`config.mk`:
```
export PLATFORM = sky130hd
export DESIGN_NAME = odu_chid_rr_sched_flat
export DESIGN_NICKNAME = d
export VERILOG_FILES = /design/src/rtl/odu_chid_rr_sched_if.sv /design/src/rtl/odu_chid_rr_sched.sv /design/src/flat_wrapper.sv
export SDC_FILE = /design/constraint.sdc
export NUM_CORES = 2
export LEC_CHECK = 0
export CAP_MARGIN = 10
export CORE_UTILIZATION = 30
export DETAILED_ROUTE_END_ITERATION = 12
export PLACE_DENSITY_LB_ADDON = 0.15
export RECOVER_POWER = 25
export SYNTH_ARGS = -nofsm -noshare
export SYNTH_HDL_FRONTEND = slang
export SYNTH_SLANG_ARGS = --single-unit
```
`constraint.sdc`:
```
create_clock -name clk -period 16.2 [get_ports clk]
set_input_delay 3.24 -clock clk [delete_from_list [all_inputs] [get_ports clk]]
set_output_delay 3.24 -clock clk [all_outputs]
set_load 0.1 [all_outputs]
```
`src/rtl/odu_chid_rr_sched_if.sv`:
```
// rtl/odu_chid_rr_sched_if.sv - control, channel status and grant signals of the channel-ID round-robin scheduler
//
// Signals (master = scheduler side):
//   start, stop        in   one-cycle control pulses
//   out_ready          in   downstream can take a word
//   enable_chid        in   per-channel enable
//   i_error_chid       in   per-channel error mask (set = skip)
//   fifo_empty         in   per-channel FIFO empty flag
//   fifo_read_enable   out  registered one-hot FIFO read strobe
//   chid_out           out  channel of the word on the FIFO data bus
//   chid_valid         out  chid_out / FIFO data valid
//   busy               out  scheduler in RUN
//   word_cnt           out  grants since last start
interface odu_chid_rr_sched_if #(
    parameter int NUM_CH = 80,
    parameter int CHID_W = 7
);
    logic              start;
    logic              stop;
    logic              out_ready;
    logic [NUM_CH-1:0] enable_chid;
    logic [NUM_CH-1:0] i_error_chid;
    logic [NUM_CH-1:0] fifo_empty;
    logic [NUM_CH-1:0] fifo_read_enable;
    logic [CHID_W-1:0] chid_out;
    logic              chid_valid;
    logic              busy;
    logic [31:0]       word_cnt;

    modport master (
        input  start, stop, out_ready, enable_chid, i_error_chid, fifo_empty,
        output fifo_read_enable, chid_out, chid_valid, busy, word_cnt
    );

    modport slave (
        output start, stop, out_ready, enable_chid, i_error_chid, fifo_empty,
        input  fifo_read_enable, chid_out, chid_valid, busy, word_cnt
    );
endinterface

```
`src/rtl/odu_chid_rr_sched.sv`:
```
// rtl/odu_chid_rr_sched.sv - round-robin read scheduler over NUM_CH channel FIFOs
//
// Ports:
//   clk   single rising-edge clock
//   rst   synchronous active-low reset
//   bus   odu_chid_rr_sched_if.master (control inputs, channel status,
//         FIFO read strobe, channel-ID/valid, busy, word counter)
module odu_chid_rr_sched #(
    parameter int NUM_CH = 80,
    parameter int CHID_W = 7
) (
    input  logic                   clk,
    input  logic                   rst,
    odu_chid_rr_sched_if.master    bus
);

    typedef enum logic {IDLE = 1'b0, RUN = 1'b1} state_t;

    state_t            state_q;
    state_t            state_d;
    logic [NUM_CH-1:0] rd_en_q;
    logic [CHID_W-1:0] last_grant_q;
    logic [CHID_W-1:0] chid_q;
    logic              chid_valid_q;
    logic [31:0]       word_cnt_q;

    logic              grant_ok;
    logic [NUM_CH-1:0] eligible;
    logic              grant_vld;
    logic [CHID_W-1:0] grant_idx;
    logic [CHID_W:0]   probe;
    logic [NUM_CH-1:0] grant_onehot;

    always_comb begin
        state_d = state_q;
        if (bus.stop) begin
            state_d = IDLE;
        end else if (bus.start) begin
            state_d = RUN;
        end
    end

    // The stop cycle itself issues no grant: only the strobe already
    // registered is allowed to drain after stop.
    assign grant_ok = (state_q == RUN) && bus.out_ready && !bus.stop;

    // Excluding the channel currently strobed is the guard cycle that keeps
    // a lone channel from being read back-to-back.
    assign eligible = {NUM_CH{grant_ok}} & bus.enable_chid & ~bus.i_error_chid
                    & ~bus.fifo_empty & ~rd_en_q;

    // Search from last_grant+1 around to last_grant itself; the first hit wins.
    always_comb begin
        grant_vld = 1'b0;
        grant_idx = last_grant_q;
        probe     = '0;
        for (int k = 1; k <= NUM_CH; k++) begin
            probe = {1'b0, last_grant_q} + (CHID_W+1)'(k);
            if (probe >= (CHID_W+1)'(NUM_CH)) begin
                probe = probe - (CHID_W+1)'(NUM_CH);
            end
            if (!grant_vld && eligible[probe[CHID_W-1:0]]) begin
                grant_vld = 1'b1;
                grant_idx = probe[CHID_W-1:0];
            end
        end
    end

    always_comb begin
        grant_onehot = '0;
        if (grant_vld) begin
            grant_onehot[grant_idx] = 1'b1;
        end
    end

    always_ff @(posedge clk) begin
        if (!rst) begin
            state_q      <= IDLE;
            rd_en_q      <= '0;
            last_grant_q <= CHID_W'(NUM_CH - 1);
            chid_q       <= '0;
            chid_valid_q <= 1'b0;
            word_cnt_q   <= '0;
        end else begin
            state_q <= state_d;
            rd_en_q <= grant_onehot;
            if (grant_vld) begin
                last_grant_q <= grant_idx;
            end
            // While a strobe is up, last_grant_q holds its index, so the
            // channel ID lines up with the FIFO data one cycle later.
            chid_valid_q <= |rd_en_q;
            if (|rd_en_q) begin
                chid_q <= last_grant_q;
            end
            if (state_q == IDLE && state_d == RUN) begin
                word_cnt_q <= '0;
            end else if (grant_vld) begin
                word_cnt_q <= word_cnt_q + 32'd1;
            end
        end
    end

    assign bus.fifo_read_enable = rd_en_q;
    assign bus.chid_out         = chid_q;
    assign bus.chid_valid       = chid_valid_q;
    assign bus.busy             = (state_q == RUN);
    assign bus.word_cnt         = word_cnt_q;

endmodule

```
`src/flat_wrapper.sv`:
```
// flat-port wrapper written by rule: the top's interface ports become plain ports
module odu_chid_rr_sched_flat 
#(
    parameter int NUM_CH = 80,
    parameter int CHID_W = 7
)
  (clk, rst, bus_start, bus_stop, bus_out_ready, bus_enable_chid, bus_i_error_chid, bus_fifo_empty, bus_fifo_read_enable, bus_chid_out, bus_chid_valid, bus_busy, bus_word_cnt);
  odu_chid_rr_sched_if #(.NUM_CH(NUM_CH), .CHID_W(CHID_W)) bus_i ();
  input  logic clk;
  input  logic rst;
  input wire logic [$bits(bus_i.start)-1:0] bus_start;
  input wire logic [$bits(bus_i.stop)-1:0] bus_stop;
  input wire logic [$bits(bus_i.out_ready)-1:0] bus_out_ready;
  input wire logic [$bits(bus_i.enable_chid)-1:0] bus_enable_chid;
  input wire logic [$bits(bus_i.i_error_chid)-1:0] bus_i_error_chid;
  input wire logic [$bits(bus_i.fifo_empty)-1:0] bus_fifo_empty;
  output wire logic [$bits(bus_i.fifo_read_enable)-1:0] bus_fifo_read_enable;
  output wire logic [$bits(bus_i.chid_out)-1:0] bus_chid_out;
  output wire logic [$bits(bus_i.chid_valid)-1:0] bus_chid_valid;
  output wire logic [$bits(bus_i.busy)-1:0] bus_busy;
  output wire logic [$bits(bus_i.word_cnt)-1:0] bus_word_cnt;
  assign bus_i.start = bus_start;
  assign bus_i.stop = bus_stop;
  assign bus_i.out_ready = bus_out_ready;
  assign bus_i.enable_chid = bus_enable_chid;
  assign bus_i.i_error_chid = bus_i_error_chid;
  assign bus_i.fifo_empty = bus_fifo_empty;
  assign bus_fifo_read_enable = bus_i.fifo_read_enable;
  assign bus_chid_out = bus_i.chid_out;
  assign bus_chid_valid = bus_i.chid_valid;
  assign bus_busy = bus_i.busy;
  assign bus_word_cnt = bus_i.word_cnt;
  odu_chid_rr_sched #(.NUM_CH(NUM_CH), .CHID_W(CHID_W)) u_core (.clk(clk), .rst(rst), .bus(bus_i));
endmodule
```
==> run summary <==
Slew Limit Fails = 0
Asr flop ratio synth = 0%
Reg-to-reg endpoint = u_core.bus.fifo_read_enable[34]$_SDFF_PN0_
Final TNS setup = 0 ps
Seq/Total Area, Yosys = 7.362%
Largest cells by area after synthesis = dfxtp_1 7.4%, mux4_2 6.7%, mux2i_1 5.2%
Hold_buf cts = 0
Routed vias = 49.20k
Cell taking the most area after synthesis = dfxtp_1
Min Tclk post-route = 12,680 ps
Die Y-Extent = 342.6 um
Port Buffers = 365
Post-Syn Area = 0.03480 mm2
Worst hold path class = flip-flop to flip-flop
Grt ovf = 0
All-Layer GR Usage = 50.35%
R2R Setup Slk = 4260 ps
Die footprint = 0.1174 mm2
Register area = 0.002584 mm2
Hold_sp = u_core.bus.chid_out[6]$_SDFFE_PN0P_
Layout cells sized above 1 = 14.69%
Fin. Hold Viols = 0
CP Launch Type = input pin
Critical Path Sink Type = flip-flop
Slew HR = 0.8940%
Fin util = 37.09%
Critical path type = input pin to flip-flop
Buffer depth of the longest clock path = 3
Max Cap Viol = 1
Vias in the first global route = 44.79k
Worst-Skew Late Latency = 510 ps
Multi-input gate area = 0.03083 mm2
Antenna viol nets, final = 0
Die width = 342.6 um
Yosys top cell area share = 7.362%
Post-Syn Instances = 4,800
Critical Path Fanout Max = 154
RSZ-0062 raised after global routing = no
Clock transition at path regs = 50 ps
Syn_nets = 5,179
Yosys reg bits = 128
Fill cells = 12.30k
GP Congestion = 1.148
Worst path slowest cell = nor4b_1
Core area = 0.1147 mm2
CP dominant cell by count = nor3_1
Wire per inst = 45.73 um
Initial antenna violation count = 42
Skew final = 28.15 ps
Netlist cell types = 126
Setup violations, final = 0
Fin crit share = 78.28%
Buffers and inverters on the worst path = 2
TritonCTS Buffers = 25
Post-synth top flop = dfxtp_1
DRT Pass-1 Iters = 8
CTS tree = yes
Cell row count = 124
# DRC = 0
Clk sinks = 128
Vias per cell = 7.341
Hold Path Depth = 2
Number of synthesized flops with an enable pin = 0
Worst r2r path cells = 26
H-tree levels = 4
Fmax = 0.07886 GHz
Failing checks = capacitance limit
Global-route wire length before repair = 403,800 um
Top delay family on crit path = simple AND/OR/NAND/NOR gates
Initial Utilization = 30.36%
Endpoint of the worst hold path = u_core.bus.chid_out[6]$_SDFFE_PN0P_
Reg2reg start = u_core.last_grant_q[1]$_SDFFE_PN1P_
Max stage delay on crit path = 1160 ps
WP data required = 16,600 ps
Crit path arrival time = 13,080 ps
Final wirelength = 306,500 um
Mean Syn Cell Area = 7.251 um2
Status = finished, violations left
I/O Pins = 366
CTS root buffer = clkbuf_16
Final net count = 5,528
Pin count of the biggest net entering global routing = 155
Post-detail-place hpwl = 245,600 um
Crit-path cells = clkdlybuf4s50_1, and4bb_4, buf_12, a22oi_1, mux4_2, mux2_2, nor4b_1, or2_2, nor4_1, nand2_1, nor3_1, or4_1, nor4b_1, o211ai_1, or3_1, nor3_1, xnor2_1, and3_1, nand2_1, nor3_1
Area Growth Syn to Fin = 22.18%
Post_cts resized = 0
Post-CTS Setup Inserts = 0
Worst slew pin tran = 1483 ps
Yosys warnings = 0
Initial DRC Count = 7,987
## worst max-delay path by stage
| stage | from | to | slack, ps | cells past startpoint |
|---|---|---|---|---|
| 4_1_cts | bus_stop | u_core.bus.fifo_read_enable[74]$_SDFF_PN0_ | 3900 | 23 |
| 5_1_grt | bus_stop | u_core.bus.fifo_read_enable[23]$_SDFF_PN0_ | 3170 | 23 |
| 3_3_place_gp | u_core.last_grant_q[2]$_SDFFE_PN1P_ | u_core.bus.fifo_read_enable[21]$_SDFF_PN0_ | 2180 | 28 |
| 3_5_place_dp | bus_stop | u_core.bus.fifo_read_enable[34]$_SDFF_PN0_ | 3410 | 23 |
| 6_report | bus_stop | u_core.bus.fifo_read_enable[15]$_SDFF_PN0_ | 3520 | 20 |
| 2_1_floorplan | bus_stop | u_core.bus.fifo_read_enable[46]$_SDFF_PN0_ | 6930 | 24 |
## cell usage after synthesis, types with 25 or more instances
library cell,instances
a211o_1,25
nand2_1,375
mux2i_1,180
nand4_1,59
mux4_2,103
nand3b_1,28
nand3_1,188
a221oi_1,158
nor3_1,176
o211ai_1,76
nor4_1,117
o22ai_1,56
o31ai_1,40
or2_2,35
buf_2,87
or4_1,41
o21ai_0,248
xnor2_1,166
a21boi_0,28
a22oi_1,83
dfxtp_1,128
and2_1,50
a31oi_1,66
inv_1,129
o2111ai_1,29
clkbuf_1,189
and3_1,58
nor4b_1,95
buf_1,41
nor2_1,385
o21a_1,33
o221ai_1,29
a21oi_1,291
mux2_2,74
a22o_1,61
nand2b_1,51
a211oi_1,76
or3_1,61
a21o_1,43
nor2b_1,37
ha_1,133
## worst reg2reg max path, cell delays in order, from the launching register on
cell      delay (ps)
dfxtp_4          780
ha_2             880
buf_4            530
a21o_1           440
xnor2_1          110
buf_4            220
inv_2            280
ha_1             390
o21ai_0          140
o22ai_1          420
mux2i_1          820
mux2i_1          260
a22oi_1          370
nand3b_1         460
nor4_4           520
nand4_2          600
or4_4            960
buf_4            320
or4_1            710
o21ba_1          240
o22ai_1          240
nand3_1          170
nor3_1           230
a41oi_1          300
a21oi_4          890
nand3_4          380
nor2_1           200
## logic make-up after synthesis
| logic type | Yosys count | share of synthesized area [%] |
|---|---|---|
| flops | 128 | 7.362 |
| compound gates | 1621 | 33.25 |
| fa+ha+maj | 134 | 4.839 |
| buf+inv | 482 | 5.867 |
| simple gates | 1885 | 29.46 |
| mux | 357 | 14.24 |
| xor+xnor | 193 | 4.986 |
## state kept, by name, summed over array words and instances, names as in the netlist
name	flops
u_core.bus.busy	1
u_core.bus.chid_out	7
u_core.bus.chid_valid	1
u_core.bus.fifo_read_enable	80
u_core.bus.word_cnt	32
u_core.last_grant_q	7
## placed cells by master, fill, tap and decap left out, drive strengths merged, types with 60 or more instances in the layout
| cell type | count |
|---|---|
| o211ai | 77 |
| nor4 | 126 |
| nor3 | 189 |
| a22o | 61 |
| nor2 | 386 |
| a31oi | 68 |
| a211oi | 78 |
| dfxtp | 128 |
| mux4 | 103 |
| a22oi | 84 |
| buf | 292 |
| mux2i | 180 |
| nor4b | 102 |
| ha | 133 |
| a21oi | 295 |
| clkdlybuf4s50 | 311 |
| nand3 | 193 |
| nand4 | 60 |
| xnor2 | 170 |
| a221oi | 159 |
| nand2 | 378 |
| o21ai | 259 |
| mux2 | 74 |
| inv | 136 |
| or3 | 62 |
## routing by layer
metal  vias to the layer above  wire (um)  track usage [%]
li1                      19740          -                -
met1                     24030     109100            57.74
met2                      4253     125000            73.21
met3                      1161      38170            17.41
met4                        12      34070            46.46
met5                         -        105                0
## through the flow
| stage | setup slack, ps | hold slack (ps) | instances | instance area, um2 |
|---|---|---|---|---|
| after floorplan | 6929 | 949.1 | 4800 | 34800 |
| after global placement | 2178 | 477.6 | 6624 | 41610 |
| after detailed placement | 3414 | 494.1 | 6627 | 41650 |
| after CTS | 3898 | 503.6 | 6659 | 42340 |
| after global routing | 3167 | 527.3 | 6672 | 42450 |
| final | 3518 | 491.1 | 6702 | 42520 |
## cell type report
| class | count | share of cell area (%) |
|---|---|---|
| antenna | 36 | 0.2118 |
| multi-input combinational | 4190 | 72.50 |
| clock buffer | 31 | 1.595 |
| timing repair buffer | 660 | 13.88 |
| inverter | 144 | 1.274 |
| sequential | 128 | 6.076 |
| tap | 1512 | 4.449 |
| clock inverter | 1 | 0.01177 |
Power is not shown: default switching activity piles up to over one toggle a cycle in this logic, so the estimate is an artifact.
